`config.mk`:
```
export PLATFORM = sky130hd
export DESIGN_NAME = uart_tx_arbiter
export DESIGN_NICKNAME = d
export VERILOG_FILES = /design/src/rtl/uart_arb_pkg.sv /design/src/rtl/rr_pick.sv /design/src/rtl/uart_tx_arbiter.sv
export SDC_FILE = /design/constraint.sdc
export NUM_CORES = 1
export LEC_CHECK = 0
export ABC_AREA = 1
export CAP_MARGIN = 10
export CORE_ASPECT_RATIO = 1.1
export CORE_MARGIN = 3
export CORE_UTILIZATION = 45
export CTS_CLUSTER_DIAMETER = 80
export CTS_CLUSTER_SIZE = 12
export DETAILED_ROUTE_END_ITERATION = 8
export GPL_ROUTABILITY_DRIVEN = 0
export PLACE_DENSITY = 0.85
export SYNTH_ARGS = -nofsm -noshare
export SYNTH_HDL_FRONTEND = slang
export SYNTH_SLANG_ARGS = --single-unit
```
`constraint.sdc`:
```
create_clock -name i_clk -period 4.5 [get_ports i_clk]
set_input_delay 0.675 -clock i_clk [delete_from_list [all_inputs] [get_ports i_clk]]
set_output_delay 0.675 -clock i_clk [all_outputs]
set_load 0.1 [all_outputs]
```
`src/rtl/uart_arb_pkg.sv`:
```
// Shared types and helpers for the UART TX arbiter.
package uart_arb_pkg;

    typedef enum logic [1:0] {
        StIdle,
        StXfer,
        StLaunch,
        StWaitTx
    } arb_state_e;

    // Index width for an n-entry vector; never narrower than one bit.
    function automatic int unsigned idw(input int unsigned n);
        return (n > 1) ? $clog2(n) : 1;
    endfunction

endpackage

```
`src/rtl/rr_pick.sv`:
```
// Round-robin priority encoder: first set request at or above i_ptr, wrapping modulo N.
module rr_pick
    import uart_arb_pkg::*;
#(
    parameter int unsigned N = 4,
    localparam int unsigned IDW = idw(N)
) (
    input  logic [N-1:0]   i_req,
    input  logic [IDW-1:0] i_ptr,
    output logic           o_found,
    output logic [IDW-1:0] o_idx
);

    int unsigned    w_pos;
    logic [IDW-1:0] w_idx;

    // Walk the offsets downward so the smallest offset from i_ptr wins.
    always_comb begin
        o_found = 1'b0;
        o_idx   = '0;
        w_pos   = 0;
        w_idx   = '0;
        for (int k = N - 1; k >= 0; k--) begin
            w_pos = int'(i_ptr) + k;
            if (w_pos >= N) begin
                w_pos = w_pos - N;
            end
            w_idx = IDW'(w_pos);
            if (i_req[w_idx]) begin
                o_found = 1'b1;
                o_idx   = w_idx;
            end
        end
    end

endmodule

```
`src/rtl/uart_tx_arbiter.sv`:
```
// Round-robin arbiter that lets N byte-stream clients share one UART TX FIFO and transmitter.
// Optional stall timeout is enabled by defining UART_ARB_TIMEOUT_EN (adds o_timeout_evt).
module uart_tx_arbiter
    import uart_arb_pkg::*;
#(
    parameter int unsigned N       = 4,
    parameter int unsigned DW      = 8,
    parameter int unsigned MAX_MSG = 8,
`ifdef UART_ARB_TIMEOUT_EN
    parameter int unsigned TIMEOUT = 64,
`endif
    localparam int unsigned IDW    = idw(N)
) (
    input  logic            i_clk,
    input  logic            i_rst_n,
    input  logic [N-1:0]    i_req,
    input  logic [N*DW-1:0] i_req_data,
    input  logic [N-1:0]    i_req_last,
    output logic [N-1:0]    o_ack,
    output logic            o_fifo_wr,
    output logic [DW-1:0]   o_fifo_wdata,
    input  logic            i_fifo_full,
    output logic            o_tx_start,
    input  logic            i_tx_busy,
    output logic            o_grant_valid,
`ifdef UART_ARB_TIMEOUT_EN
    output logic            o_timeout_evt,
`endif
    output logic [IDW-1:0]  o_grant_id
);

    localparam int unsigned CW = idw(MAX_MSG + 1);

    arb_state_e     r_state, w_state_d;
    logic [IDW-1:0] r_rr_ptr, w_rr_ptr_d;
    logic [IDW-1:0] r_grant_id, w_grant_id_d;
    logic           r_grant_valid, w_grant_valid_d;
    logic [CW-1:0]  r_byte_cnt, w_byte_cnt_d;
    logic           r_wait_held, w_wait_held_d;

    logic           w_found;
    logic [IDW-1:0] w_pick;
    logic           w_owner_req;
    logic           w_accept;
    logic           w_last;
    logic [IDW-1:0] w_next_ptr;
    logic [DW-1:0]  w_bytes [N];

    for (genvar gi = 0; gi < N; gi++) begin : g_bytes
        assign w_bytes[gi] = i_req_data[gi*DW +: DW];
    end

    rr_pick #(
        .N (N)
    ) u_rr_pick (
        .i_req   (i_req),
        .i_ptr   (r_rr_ptr),
        .o_found (w_found),
        .o_idx   (w_pick)
    );

    assign w_owner_req = i_req[r_grant_id];
    assign w_accept    = (r_state == StXfer) && w_owner_req && !i_fifo_full;
    assign w_last      = i_req_last[r_grant_id] || (r_byte_cnt == CW'(MAX_MSG - 1));
    assign w_next_ptr  = (r_grant_id == IDW'(N - 1)) ? '0 : r_grant_id + IDW'(1);

`ifdef UART_ARB_TIMEOUT_EN
    localparam int unsigned TW = idw(TIMEOUT);

    logic [TW-1:0] r_stall_cnt, w_stall_cnt_d;
    logic          w_timeout;

    assign w_timeout     = (r_state == StXfer) && !w_owner_req &&
                           (r_stall_cnt == TW'(TIMEOUT - 1));
    assign o_timeout_evt = w_timeout;

    always_ff @(posedge i_clk or negedge i_rst_n) begin
        if (!i_rst_n) begin
            r_stall_cnt <= '0;
        end else begin
            r_stall_cnt <= w_stall_cnt_d;
        end
    end
`endif

    always_ff @(posedge i_clk or negedge i_rst_n) begin
        if (!i_rst_n) begin
            r_state       <= StIdle;
            r_rr_ptr      <= '0;
            r_grant_id    <= '0;
            r_grant_valid <= 1'b0;
            r_byte_cnt    <= '0;
            r_wait_held   <= 1'b0;
        end else begin
            r_state       <= w_state_d;
            r_rr_ptr      <= w_rr_ptr_d;
            r_grant_id    <= w_grant_id_d;
            r_grant_valid <= w_grant_valid_d;
            r_byte_cnt    <= w_byte_cnt_d;
            r_wait_held   <= w_wait_held_d;
        end
    end

    always_comb begin
        w_state_d       = r_state;
        w_rr_ptr_d      = r_rr_ptr;
        w_grant_id_d    = r_grant_id;
        w_grant_valid_d = r_grant_valid;
        w_byte_cnt_d    = r_byte_cnt;
        w_wait_held_d   = r_wait_held;
        o_ack           = '0;
        o_fifo_wr       = 1'b0;
        o_fifo_wdata    = '0;
        o_tx_start      = 1'b0;
`ifdef UART_ARB_TIMEOUT_EN
        w_stall_cnt_d   = r_stall_cnt;
`endif
        unique case (r_state)
            StIdle: begin
                if (w_found) begin
                    w_grant_id_d    = w_pick;
                    w_grant_valid_d = 1'b1;
                    w_state_d       = StXfer;
                end
            end
            StXfer: begin
                if (w_accept) begin
                    o_fifo_wr           = 1'b1;
                    o_fifo_wdata        = w_bytes[r_grant_id];
                    o_ack[r_grant_id]   = 1'b1;
                    w_byte_cnt_d        = r_byte_cnt + CW'(1);
                    if (w_last) begin
                        w_state_d = StLaunch;
                    end
                end
`ifdef UART_ARB_TIMEOUT_EN
                // Only an absent owner counts as a stall; a full FIFO does not.
                if (w_accept) begin
                    w_stall_cnt_d = '0;
                end else if (!w_owner_req) begin
                    if (w_timeout) begin
                        w_stall_cnt_d = '0;
                        if (r_byte_cnt != '0) begin
                            w_state_d = StLaunch;
                        end else begin
                            w_rr_ptr_d      = w_next_ptr;
                            w_grant_valid_d = 1'b0;
                            w_state_d       = StIdle;
                        end
                    end else begin
                        w_stall_cnt_d = r_stall_cnt + TW'(1);
                    end
                end
`endif
            end
            StLaunch: begin
                o_tx_start    = 1'b1;
                w_byte_cnt_d  = '0;
                w_wait_held_d = 1'b0;
                w_state_d     = StWaitTx;
            end
            StWaitTx: begin
                // First cycle gives the transmitter time to raise tx_busy.
                if (!r_wait_held) begin
                    w_wait_held_d = 1'b1;
                end else if (!i_tx_busy) begin
                    w_rr_ptr_d      = w_next_ptr;
                    w_grant_valid_d = 1'b0;
                    w_state_d       = StIdle;
                end
            end
            default: begin
                w_state_d = StIdle;
            end
        endcase
    end

    assign o_grant_valid = r_grant_valid;
    assign o_grant_id    = r_grant_id;

endmodule

```
* Yosys cells after proc, flatten, opt, wreduce, memory -nomap -nowiden
Index checks and enable logic that the tools add are counted.
** Operators by class
- Add/sub/neg operators :: 9
- $lt $le $gt $ge :: 11
- Eq/ne operators :: 10
- Muxes and demuxes :: 50
- Bitwise gates (word level) :: 2
- Reduce and logical (&&, ||, !) cells :: 14
** Operator list (count)
- $mux 8 :: 4
- $mux 2 :: 14
- $mux 1 :: 17
- $bmux 8 s2 :: 1
- $lt 2x3->1 const B :: 5
- $bmux 1 s2 :: 6
- $ge 3x3->1 const B :: 4
- $mux 4 :: 3
- $ne 2x2->1 const B :: 4
- $pmux 2 s4 :: 1
- $pmux 4 s2 :: 1
- $sub 2x1->2 const B :: 4
- $add 2x2->3 const B :: 2
- $eq 2x2->1 const B :: 3
- $reduce_bool 2->1 :: 3
- $reduce_and 5->1 :: 1
- $add 4x1->4 const B :: 1
- $eq 4x3->1 const B :: 1
- $pmux 1 s2 :: 2
- $reduce_and 2->1 :: 2
- $reduce_and 4->1 :: 1
- $add 2x1->3 const B :: 1
- $ge 2x3->1 const B :: 1
- $logic_and 1x1->1 :: 3
- 11 further kinds :: 11
** Storage, ports and cells
- Flip-flop bits (word level) :: 12
- Input port bits :: 44
- Output and inout port bits :: 17
- Word-level logic and storage cells :: 102

* Depth between registers and ports, before layout
- Depth in word-level cells :: 11
- Gate-level depth with buffers :: 12
- Depth with buffers taken out :: 11

* By module
A second synthesis with hierarchy kept.
** Second synthesis, totals
- Cell total of the unflattened synthesis :: 213
- Area, all modules :: 1322.5 µm²
** Modules (own cells, without submodules)
- uart_tx_arbiter :: instances 1, cells each 167, area each 1109.8 µm²
- rr_pick :: instances 1, cells each 46, area each 212.7 µm²

* Worst setup path after synthesis
OpenSTA, ideal clock, no wires.
- Path kind :: register to output
- From :: register r_grant_id[0], in the netlist o_grant_id[0]
- To :: output port o_fifo_wdata[6]
- Data arrival time :: 3.142 ns
- Required time :: 3.825 ns
- Path slack :: 0.683 ns
- Cell stages (with the launch flop) :: 7
- Path through :: dfrtp_1 -> buf_2 -> buf_6 -> nor2_1 -> nor2_1 -> o21ai_0 -> a21oi_1
** On the way
- Longest elaborated chain between the ends :: 6
- Elaborated cells between the ends (all ways) :: 10
** RTL lines
- start, declared :: line uart_tx_arbiter.sv:36 : logic [IDW-1:0] r_grant_id, w_grant_id_d;
- start signal, assigned :: line uart_tx_arbiter.sv:97 : r_grant_id <= w_grant_id_d;
- $not 2->3 (implied by the code) / $bmux 1 s2 (equally long branches) :: line uart_tx_arbiter.sv:129, uart_tx_arbiter.sv:62
- $bmux 8 s2 / $mux 1 (equally long branches) :: line uart_tx_arbiter.sv:129, uart_tx_arbiter.sv:62
- $mux 8 (implied by the code) / $logic_and 1x1->1 (equally long branches) (2 in series) :: line uart_tx_arbiter.sv:129, uart_tx_arbiter.sv:63
- $mux 8 * :: line uart_tx_arbiter.sv:127 : if (w_accept) begin
- $mux 8 * :: line uart_tx_arbiter.sv:118 : unique case (r_state)
- end, declared :: line uart_tx_arbiter.sv:21 : output logic [DW-1:0] o_fifo_wdata,
Mark *: on every way between the ends. The rest lies on a longest branch, timed or not. The select of a mux whose other input is x is not followed.

* Worst setup path in the final report
- From :: register r_grant_id[0], in the netlist o_grant_id[0]
- To :: output port o_fifo_wdata[7]
The elaborated chain is that of the path after synthesis.

==> impl_metrics.env <==
export IMPL_hpwlAfterDp_mm=3.03
export IMPL_yosys_area_share_simple_pct=41.4
export IMPL_crit_path_max_fanout=25
export IMPL_finalSetupViolations=0
export IMPL_synth_top_family_by_area="simple AND/OR/NAND/NOR gates"
export IMPL_crit_path_end_kind="primary output"
export IMPL_clkTransAtPathRegs_ns=0.08
export IMPL_core_um2=2830
export IMPL_num_rows=20
export IMPL_yosysUniqueCellTypes=23
export IMPL_track_usage_pct=21.5
export IMPL_finClkSkew_ns=0.00453
export IMPL_ir_drop_mv=0.445
export IMPL_synth_edf_count=0
export IMPL_portBuffers=60
export IMPL_cap_violations=0
export IMPL_globalRouteMet1Util_pct=28.1
export IMPL_final_nets=333
export IMPL_synth_seq_cells=12
export IMPL_synth_area_leader_cell="dfrtp_1"
export IMPL_layout_setup_ws_ns=1.40
export IMPL_dieArea_um2=3730
export IMPL_synth_compound_area_share_pct=15.8
export IMPL_rr_worst_depth=8
export IMPL_fillerInstances=272
export IMPL_power_leakage_nw=0.980
export IMPL_power_density_nw_per_um2=658
export IMPL_ios=61
export IMPL_synthTopCellsByCount="nor2_1, nand2_1, o21ai_0"
export IMPL_path_class="reg -> out"
export IMPL_arrival_ns=2.43
export IMPL_cts_root_buf="clkbuf_4"
export IMPL_met3_usage_pct=4.65
export IMPL_synth_top_cell_area_share_pct=22.0
export IMPL_drc_errors=0
export IMPL_setup_tns_ns=0
export IMPL_antenna_cells=0
export IMPL_holdPathStages=2
export IMPL_hold_path_class="reg -> reg"
export IMPL_cts_path_max_buffers=2
export IMPL_synthXorXnorAreaFrac_pct=0
export IMPL_htreeDepth=1
export IMPL_clock_latency_ns=0.28
export IMPL_numCtsBuffers=3
export IMPL_rsz0062_at_grt="no"
export IMPL_synth_mux_area_fraction_pct=0
export IMPL_drt_iter0_drc=114
export IMPL_fin_total_pwr_mw=1.29
export IMPL_fmax_mhz=322
export IMPL_grt_max_degree=26
export IMPL_crit_path_start_kind="register"
export IMPL_yosysSeqAreaShare_pct=22.0
export IMPL_tritoncts="done"
export IMPL_stdcell_area_um2=1960
export IMPL_dp_slack_ns=1.56
export IMPL_met2_usage_pct=34.5
export IMPL_syn_area_um2=1370
export IMPL_die_h_um=63.8
export IMPL_ctsHoldBuffers=0
export IMPL_cts_setup_buffers=0
export IMPL_place_area_um2=1920
export IMPL_grt_pass1_wl_mm=6.35
export IMPL_slew_headroom_pct=35.4
export IMPL_via_per_inst=5.03
export IMPL_clock_sinks=12
export IMPL_wl_per_cell_um=12.2
export IMPL_wirelength_mm=3.81
export IMPL_ant_nets=0
export IMPL_status="complete, no violations"
export IMPL_synth_most_common_cell="nor2_1"
export IMPL_vias=1563
export IMPL_avgSynthCellArea_um2=6.15
export IMPL_first_global_vias=1451
export IMPL_yosys_top_cells_area="dfrtp_1, nor2_1, nand2_1, o21ai_0, ha_1"
export IMPL_period_share_pct=68.9
export IMPL_die_width_um=58.5
export IMPL_busiest_layer="met2"
export IMPL_syn_nets=276
export IMPL_final_hold_viol_count=0
export IMPL_worst_pin_slew_ns=0.966
export IMPL_netlist_instances=222
export IMPL_slew_viol_final=0
export IMPL_fin_crit_ns=3.10
export IMPL_initial_utilization_pct=48.3
export IMPL_synth_main_ff_cell="dfrtp_1"
export IMPL_grt_remaining_overflow=0
export IMPL_area_growth_syn_to_layout_pct=43.5
export IMPL_synthAdderAreaFrac_pct=9.16
export IMPL_synthArstFlopShare_pct=100
export IMPL_drive_gt1_share_pct=14.4
export IMPL_cts_resized=0
export IMPL_antenna_found_initial=0
export IMPL_critical_path_required_ns=3.83
export IMPL_drt_first_pass_iters=4
export IMPL_yosysWarningCount=0
routing by layer:
layer / vias to the layer above / wire [um]
li1: 809 / -
met1: 685 / 1680
met2: 62 / 1700
met3: 7 / 375
met4: 0 / 51
met5: - / 0
cells in the final DEF (no fill, tap or decap), types with 2 or more instances in the layout:
cell and count:
o21ai_0 26, clkbuf_4 3, buf_4 13, nand2_1 44, nand3_1 15, nand2_4 4, inv_1 24, nor2_1 46
o21ai_2 2, dfrtp_1 12, nand2_2 9, inv_2 2, nand3_2 2, ha_1 10, clkdlybuf4s50_1 47, a21oi_1 11
final timing paths:
kind                          startpoint               to  slack (ns)
min in group asynchronous        i_rst_n      r_wait_held        0.75
min reg2reg                o_grant_valid    o_grant_valid        0.51
max                        o_grant_id[0]  o_fifo_wdata[7]        1.40
max reg2reg                o_grant_id[0]    r_byte_cnt[2]        2.24
min                        o_grant_valid    o_grant_valid        0.51
max in group asynchronous        i_rst_n       r_state[0]        3.39
state kept, by name, summed over array words and instances, names as in the netlist:
signal,cells
r_rr_ptr,2
r_wait_held,1
r_state,2
o_grant_id,2
r_byte_cnt,4
o_grant_valid,1
worst max-delay path: stages (launching register included):
cell     delay, ns
dfrtp_1       0.68
inv_2         0.42
nand2_1       0.09
nand3_1       0.09
nand3_2       0.29
a21oi_1       0.24
buf_4         0.32
report_power, final:
part	internal (mW)	switching, mW
Combinational	0.303	0.656
Sequential	0.154	0.0897
Clock	0.0493	0.0375
final cells by class:
class                   count  area, um^2  area share [%]
clock buffers               4        36.3            1.85
inverters                  27         109            5.55
multi-input cells         175         906            46.2
flip-flops and latches     12         300            15.3
well taps                  33        41.3            2.11
repair buffers             60         568            29.0
stage by stage:
stage	utilization [%]	hold WS (ns)	cells
after global placement	68.1	0.479	307
after global routing	69.3	0.544	311
after floorplan	-	0.379	222
final	69.3	0.511	311
after CTS	69.3	0.524	311
after detailed placement	68.1	0.491	307
logic make-up (layout without fill, tap and decap cells):
group                    Yosys count  count (layout)
adder cells (fa/ha/maj)           10              10
AO/OA/AOI/OAI                     41              41
buffers and inverters             35              91
flip-flops                        12              12
AND/OR/NAND/NOR                  124             124
No activity file was read; power rests on OpenSTA's default activity.
